===== src/rtl/conv_scheduler.sv =====
// conv_scheduler
// Central sequencer for the streaming 1-D convolution pipeline. One FSM
// (LOAD -> COMPUTE -> DRAIN -> LOAD) and one set of counters drive the X
// memory write port, the lane/filter read addresses, the per-lane
// accumulator controls, the output buffer writes and the result drain.
//
// Ports:
//   clk, reset      rising-edge clock, asynchronous active-low reset
//   s_valid_x/s_ready_x   input sample handshake (ready only in LOAD)
//   x_wr_en, x_wr_addr    X memory write strobe / address
//   x_rd_base             X read address of lane 0 (lane i reads base+i)
//   f_rd_addr             filter ROM address
//   clr_acc, en_acc       per-lane accumulator clear / accumulate enable
//   y_wr_en, y_wr_addr, y_wr_mask   output buffer group write
//   y_rd_addr             output buffer read address
//   m_valid_y/m_ready_y   result handshake (valid only in DRAIN)
//   busy                  high in COMPUTE or DRAIN
module conv_scheduler #(
    parameter int LENX  = 8,
    parameter int LENF  = 4,
    parameter int P     = 2,
    parameter int ADDRX = 3,
    parameter int ADDRF = 2,
    parameter int ADDRY = 3
) (
    input  logic             clk,
    input  logic             reset,
    input  logic             s_valid_x,
    output logic             s_ready_x,
    output logic             x_wr_en,
    output logic [ADDRX-1:0] x_wr_addr,
    output logic [ADDRX-1:0] x_rd_base,
    output logic [ADDRF-1:0] f_rd_addr,
    output logic [P-1:0]     clr_acc,
    output logic [P-1:0]     en_acc,
    output logic             y_wr_en,
    output logic [ADDRY-1:0] y_wr_addr,
    output logic [P-1:0]     y_wr_mask,
    output logic [ADDRY-1:0] y_rd_addr,
    output logic             m_valid_y,
    input  logic             m_ready_y,
    output logic             busy
);

    localparam int SIZE      = LENX - LENF + 1;
    localparam int G         = (SIZE + P - 1) / P;
    localparam int LAST_BASE = G * P;
    localparam int WX        = $clog2(LENX + 1);
    localparam int WF        = $clog2(LENF + 1);
    localparam int WB        = $clog2(LAST_BASE + 1);
    localparam int WY        = $clog2(SIZE + 1);

    typedef enum logic [1:0] {
        LOAD    = 2'd0,
        COMPUTE = 2'd1,
        DRAIN   = 2'd2
    } state_t;

    state_t        state, state_nxt;
    logic [WX-1:0] wr_cnt;
    logic [WF-1:0] phase;
    logic [WB-1:0] base;      // g*P of the current group; LAST_BASE marks the trailing write cycle
    logic [WY-1:0] rd_cnt;
    logic          primed;

    logic x_hs, y_hs, grp_end, compute_done;

    assign x_hs         = (state == LOAD) && s_valid_x;
    assign y_hs         = (state == DRAIN) && primed && m_ready_y;
    assign grp_end      = (phase == WF'(LENF));
    assign compute_done = (base == WB'(LAST_BASE));

    // Next-state decision: leave LOAD on the last sample, COMPUTE after the
    // trailing group write, DRAIN on the last result handshake.
    always_comb begin
        state_nxt = state;
        case (state)
            LOAD:    if (x_hs && wr_cnt == WX'(LENX - 1)) state_nxt = COMPUTE;
            COMPUTE: if (compute_done) state_nxt = DRAIN;
            DRAIN:   if (y_hs && rd_cnt == WY'(SIZE - 1)) state_nxt = LOAD;
            default: state_nxt = LOAD;
        endcase
    end

    // State register and all counters. Every counter is returned to zero on
    // the transition out of the state that uses it, so each vector starts
    // from a clean slate. primed lags y_rd_addr by one cycle to cover the
    // buffer read latency.
    always_ff @(posedge clk or negedge reset) begin
        if (!reset) begin
            state  <= LOAD;
            wr_cnt <= '0;
            phase  <= '0;
            base   <= '0;
            rd_cnt <= '0;
            primed <= 1'b0;
        end else begin
            state <= state_nxt;
            case (state)
                LOAD: begin
                    if (x_hs) begin
                        wr_cnt <= (wr_cnt == WX'(LENX - 1)) ? '0 : wr_cnt + WX'(1);
                    end
                end
                COMPUTE: begin
                    if (compute_done) begin
                        base  <= '0;
                        phase <= '0;
                    end else if (grp_end) begin
                        phase <= '0;
                        base  <= base + WB'(P);
                    end else begin
                        phase <= phase + WF'(1);
                    end
                end
                DRAIN: begin
                    if (y_hs) begin
                        primed <= 1'b0;
                        rd_cnt <= (rd_cnt == WY'(SIZE - 1)) ? '0 : rd_cnt + WY'(1);
                    end else begin
                        primed <= 1'b1;
                    end
                end
                default: ;
            endcase
        end
    end

    // Output decode. Everything is gated by reset so the outputs drop to
    // zero the moment reset is asserted, without waiting for a clock edge.
    // In COMPUTE the group write for group g-1 lands in phase 0 of group g;
    // the extra cycle with base == LAST_BASE only carries the final write.
    always_comb begin
        s_ready_x = 1'b0;
        x_wr_en   = 1'b0;
        x_wr_addr = '0;
        x_rd_base = '0;
        f_rd_addr = '0;
        clr_acc   = '0;
        en_acc    = '0;
        y_wr_en   = 1'b0;
        y_wr_addr = '0;
        y_wr_mask = '0;
        y_rd_addr = '0;
        m_valid_y = 1'b0;
        busy      = 1'b0;
        if (reset) begin
            case (state)
                LOAD: begin
                    s_ready_x = 1'b1;
                    x_wr_en   = s_valid_x;
                    x_wr_addr = ADDRX'(wr_cnt);
                end
                COMPUTE: begin
                    busy = 1'b1;
                    if (!compute_done) begin
                        if (phase < WF'(LENF)) begin
                            f_rd_addr = ADDRF'(phase);
                            x_rd_base = ADDRX'(int'(base) + int'(phase));
                        end
                        if (phase == '0) begin
                            clr_acc = '1;
                        end else begin
                            for (int i = 0; i < P; i++) begin
                                en_acc[i] = (int'(base) + i) < SIZE;
                            end
                        end
                    end
                    if (phase == '0 && base != '0) begin
                        y_wr_en   = 1'b1;
                        y_wr_addr = ADDRY'(int'(base) - P);
                        for (int i = 0; i < P; i++) begin
                            y_wr_mask[i] = (int'(base) - P + i) < SIZE;
                        end
                    end
                end
                DRAIN: begin
                    busy      = 1'b1;
                    y_rd_addr = ADDRY'(rd_cnt);
                    m_valid_y = primed;
                end
                default: ;
            endcase
        end
    end

endmodule


===== config.mk =====
export PLATFORM = sky130hd
export DESIGN_NAME = conv_scheduler
export DESIGN_NICKNAME = d
export VERILOG_FILES = /design/src/rtl/conv_scheduler.sv
export SDC_FILE = /design/constraint.sdc
export NUM_CORES = 1
export LEC_CHECK = 0
export ABC_AREA = 1
export BUFFER_PORTS_ARGS = -buffer_cell sky130_fd_sc_hd__buf_2
export CAP_MARGIN = 40
export CORE_MARGIN = 3
export CORE_UTILIZATION = 55
export DETAILED_ROUTE_END_ITERATION = 8
export GPL_TIMING_DRIVEN = 0
export HOLD_SLACK_MARGIN = 0.1
export PLACE_DENSITY_LB_ADDON = 0.05
export SKIP_LAST_GASP = 1
export SYNTH_ARGS = -nofsm -noshare
export SYNTH_HDL_FRONTEND = slang
export SYNTH_SLANG_ARGS = --single-unit

===== constraint.sdc =====
create_clock -name clk -period 2.3 [get_ports clk]
set_input_delay 0 -clock clk [delete_from_list [all_inputs] [get_ports clk]]
set_output_delay 0 -clock clk [all_outputs]
set_load 0.01 [all_outputs]

# Word level (Yosys, flattened, before mapping)
# Cells that the tools add are included.
[classes]
n_addsub = 8
magnitude_cmp = 5
eq_ne = 9
muxes = 48
reduce_logical = 15
[op_table]
columns = ["operator", "n"]
rows = [
  ["3-bit two-way mux", 16],
  ["2-bit two-way mux", 18],
  ["1-bit two-way mux", 12],
  ["3-bit equality test (second input constant)", 3],
  ["3-bit by 1-bit adder with 3-bit output (second input constant)", 2],
  ["1-bit logical AND", 6],
  ["3-bit < comparator (second input constant)", 2],
  ["2-bit one-hot mux with 3 select lines", 1],
  ["2-bit AND reduction", 3],
  ["4-bit by 2-bit adder with 5-bit output (second input constant)", 1],
  ["5-bit by 4-bit < comparator with 1-bit output (second input constant)", 1],
  ["3-bit by 1-bit adder with 4-bit output (second input constant)", 1],
  ["4-bit by 1-bit adder with 4-bit output (second input constant)", 1],
  ["4-bit by 3-bit equality test with 1-bit output (second input constant)", 1],
  ["4-bit by 3-bit < comparator with 1-bit output (second input constant)", 1],
  ["4-bit < comparator (second input constant)", 1],
  ["4-bit two-way mux", 1],
  ["2-bit by 1-bit inequality test with 1-bit output (second input constant)", 2],
  ["3-bit by 2-bit subtractor with 4-bit output (second input constant)", 1],
  ["3-bit by 2-bit adder with 3-bit output (second input constant)", 1],
  ["3-bit adder", 1],
  ["3-bit logical NOT", 1],
  ["3-bit AND reduction", 1],
  ["3-bit nonzero test", 1],
  ["6 further kinds", 6],
]
[totals]
regBits = 16
input_bits = 4
output_inout_bits = 25
elab_cells = 91

# Longest topological paths before layout
[logic_depth]
depth_word = 6
ltp_mapped = 8
mapped_depth_nobuf = 8

# Least setup slack after synthesis
# No wires, ideal clock.
[synth_path]
kind = "flip-flop to output port"
startpoint = "register state[1]"
endpoint = "output port clr_acc[1]"
arrival_time_ns = 1.314
t_required_ns = 2.300
setup_slack_ns = 0.986
path_stages_with_launch = 8
n_path_buf = 1
cell_sequence = "dfrtp_1 inv_1 ha_1 nand2_2 inv_2 nand2_1 nor2_1 buf_4"
[synth_via]
elab_chain_cells = 3
[synth_lines]
columns = ["item", "line_no", "rtl"]
rows = [
  ["start: declaration", "59", "state_t state, state_nxt;"],
  ["start signal: assignment", "98", "state <= state_nxt;"],
  ["2-bit by 1-bit equality test with 1-bit output", "148", "case (state)"],
  ["2-bit two-way mux", "148", ""],
  ["2-bit two-way mux", "147", "if (reset) begin"],
  ["end: declaration", "34", "output logic [P-1:0] clr_acc,"],
]
# No other way between the ends.

# Final worst setup path
# Same ends and word-level chain as after synthesis.

==> results.tsv <==
stage	metric	value	unit
outcome	status	completed	
placement	gp_congestion	0.771	
yosys	postSynthAreaPerCell	7.69	um^2
route	drtIter0Drc	11	
clock_network	clockBufferDepth	2	
sta	fin_tns_setup	0	ps
route	ant_nets	0	
floorplan	die_x	50.2	um
sta	drv_slew	0	
yosys	synth_top_area_share	34.9	%
route	routedWlPerCell	9.66	um
critical_path	crit_arrival	1790	ps
global_route	track_usage	17.0	%
final_layout	multi_input_area	577	um^2
floorplan	coreArea	1780	um^2
route	drc	0	
clock_network	clk_latency	280	ps
global_route	grt_overflow	0	
route	drt_wl_total	1910	um
floorplan	initial_core_util	60.4	%
global_route	antenna_found_initial	0	
clock_network	clk_pin_slew	100	ps
pwr	ir_worst_vdd	0.519	mV
floorplan	placementRows	15	
sta	final-setup-viol-count	0	
clock_network	clock_tree.root_cell	clkbuf_4	
critical_path	worstSetupPathType	flop to output pin	
critical_path	required	2300	ps
route	drtPass1Iterations	4	
yosys	synth_edf_count	0	
sta	clock_skew	7.55	ps
yosys	yosysUniqueCellTypes	20	
pwr	leakage	0.793	nW
global_route	first_global_vias	856	
final_layout	antennaDiodeCount	0	
clock_network	cts_inserted_buffers	3	
placement	io_buffers	27	
final_layout	drive_gt1_share	25.4	%
placement	post-dp-hpwl	1550	um
floorplan	die_area	2520	um^2
critical_path	end_kind	output pin	
yosys	yosys_warnings	0	
yosys	synthArstFlopShare	100	%
yosys	synthTopCellsByArea	dfrtp_1, ha_1, inv_1	
clock_network	cts-htree-levels	1	
sta	post-route-min-period	1790	ps
yosys	syn-instance-count	140	
critical_path	startpoint_type	flop	
global_route	grt_pass1_wl	3390	um
sta	period_share	77.9	%
sta	rsz0062_at_grt	no	
final_layout	final_cell_area	1280	um^2
pwr	p_per_area	905	nW/um^2
final_layout	num-fill-cells	154	
critical_path	path_max_fanout	7	
clock_network	cts_tree	yes	
yosys	synth_top_area_cell	dfrtp_1	
worst_hold_path	min_path_type	input port to flop	
global_route	grt_max_degree	23	
final_layout	final_util	72.0	%
floorplan	die_h	50.2	um
flow_run	drv_cap	0	
final_layout	final_nets	191	
sta	fmax	0.558	GHz
floorplan	io-pin-count	29	
yosys	netlist_area	1080	um^2
placement	dpl_cell_area	1250	um^2
final_layout	synthToLayoutAreaGrowth	19.3	%
route	vias_per_cell	4.74	
yosys	synth_top_flop_cell	dfrtp_1	
clock_network	post_cts_resized	0	
clock_network	clock_sinks	15	
yosys	ys_ff_latch	15	
sta	finalHoldViolCount	0	
route	num_vias	939	
yosys	yosysSeqAreaShare	34.9	%
final_layout	final-seq-area	375	um^2
## path summary, 6_finish.rpt
check,from,cells after the start,slack (ps),endpoint
worst max-delay path,state[1],8,510,clr_acc[1]
worst min-delay path,s_valid_x,4,140,wr_cnt[1]
worst max register to register,state[1],8,920,phase[1]
worst min register to register,state[1],2,520,state[1]
max in group asynchronous,reset,2,1800,phase[1]
min in group asynchronous,reset,2,180,primed
## synth_stat cells (3+ instances only)
master	n
xor2_1	5
inv_1	28
dfrtp_1	15
ha_1	12
nand2_1	21
nand3_1	7
nor3_2	3
nor2_1	21
o21ai_0	9
## through the flow
stage                     hold slack [ps]  worst slack [ps]  cells  power (mW)
final                                 140               508    198        1.16
after global routing                  162               369    198        1.29
after CTS                             139               490    198        1.18
after detailed placement            -24.4               826    193        1.02
after global placement              -23.2               868    193       0.996
after floorplan                      -296               986    141       0.868
## layer usage
layer | vias to the layer above | wire length [um] | GRT usage (%) | share of wire (%)
li1 | 489 | - | - | -
met1 | 420 | 870 | 20.0 | 46
met2 | 26 | 903 | 30.7 | 47
met3 | 4 | 114 | 2.97 | 6.0
met4 | 0 | 25 | 5.53 | 1.3
met5 | - | 0 | 0 | 0
## what timing repair did
action,CTS,global route
buffers inserted,0,0
hold endpoints to repair,15,0
hold buffers,1,0
## placed cells by master (no fill, tap or decap)
cell | synthesis | final
nand4_1 | 2 | 2
buf_2 | 0 | 27
clkinv_2 | 0 | 1
fa_1 | 1 | 1
dfrtp_1 | 15 | 15
o21ai_0 | 9 | 9
nand2_1 | 21 | 21
inv_2 | 2 | 2
nor3_2 | 3 | 3
nand2_2 | 2 | 2
conb_1 | 2 | 3
clkbuf_4 | 0 | 3
and2_2 | 1 | 1
ha_1 | 12 | 12
buf_4 | 2 | 2
o21bai_2 | 1 | 1
inv_1 | 28 | 28
o21ai_1 | 2 | 2
nand3_2 | 2 | 2
nor2_1 | 21 | 21
a21oi_1 | 2 | 2
nand3_1 | 7 | 7
dlygate4sd3_1 | 0 | 1
xor2_1 | 5 | 5
## layout make-up
type                       instances  share of cell area (%)
clock buffer                       3                    1.75
buffer                             2                    1.17
sequential                        15                    29.2
clock inverter                     1                   0.390
inverter                          30                    8.77
tap                               25                    2.44
multi-input combinational         94                    44.9
timing repair buffer              28                    11.3
## where the power goes
part / total, mW / internal, mW / switching (mW) / leakage (nW)
Sequential: 0.431 / 0.357 / 0.0745 / 0.175
Clock: 0.151 / 0.0644 / 0.0864 / 0.0177
Combinational: 0.579 / 0.218 / 0.361 / 0.601
Total: 1.16 / 0.639 / 0.522 / 0.793
## sequential cells by signal, summed over array words and instances, names as in the netlist
| register | cells |
|---|---|
| primed | 1 |
| phase | 3 |
| rd_cnt | 3 |
| base | 2 |
| wr_cnt | 4 |
| state | 2 |
## worst max-delay path, cell delays in order (launching register included)
cell and delay [ps]:
dfrtp_1 410, inv_1 80, ha_1 330, nand2_2 130
inv_2 90, nand2_1 90, nor2_1 140, buf_4 120
buf_2 110
## cells by family (layout without fill, tap and decap cells)
logic type	count (synthesis)	in the layout	synth area share [%]
flops	15	15	34.9
fa+ha+maj	13	13	15.8
simple gates	59	59	25.6
other cells	2	3	0.698
xor+xnor	5	5	4.07
buf+inv	32	64	11.9
compound gates	14	14	7.09
(Power assumes the default switching activity.)
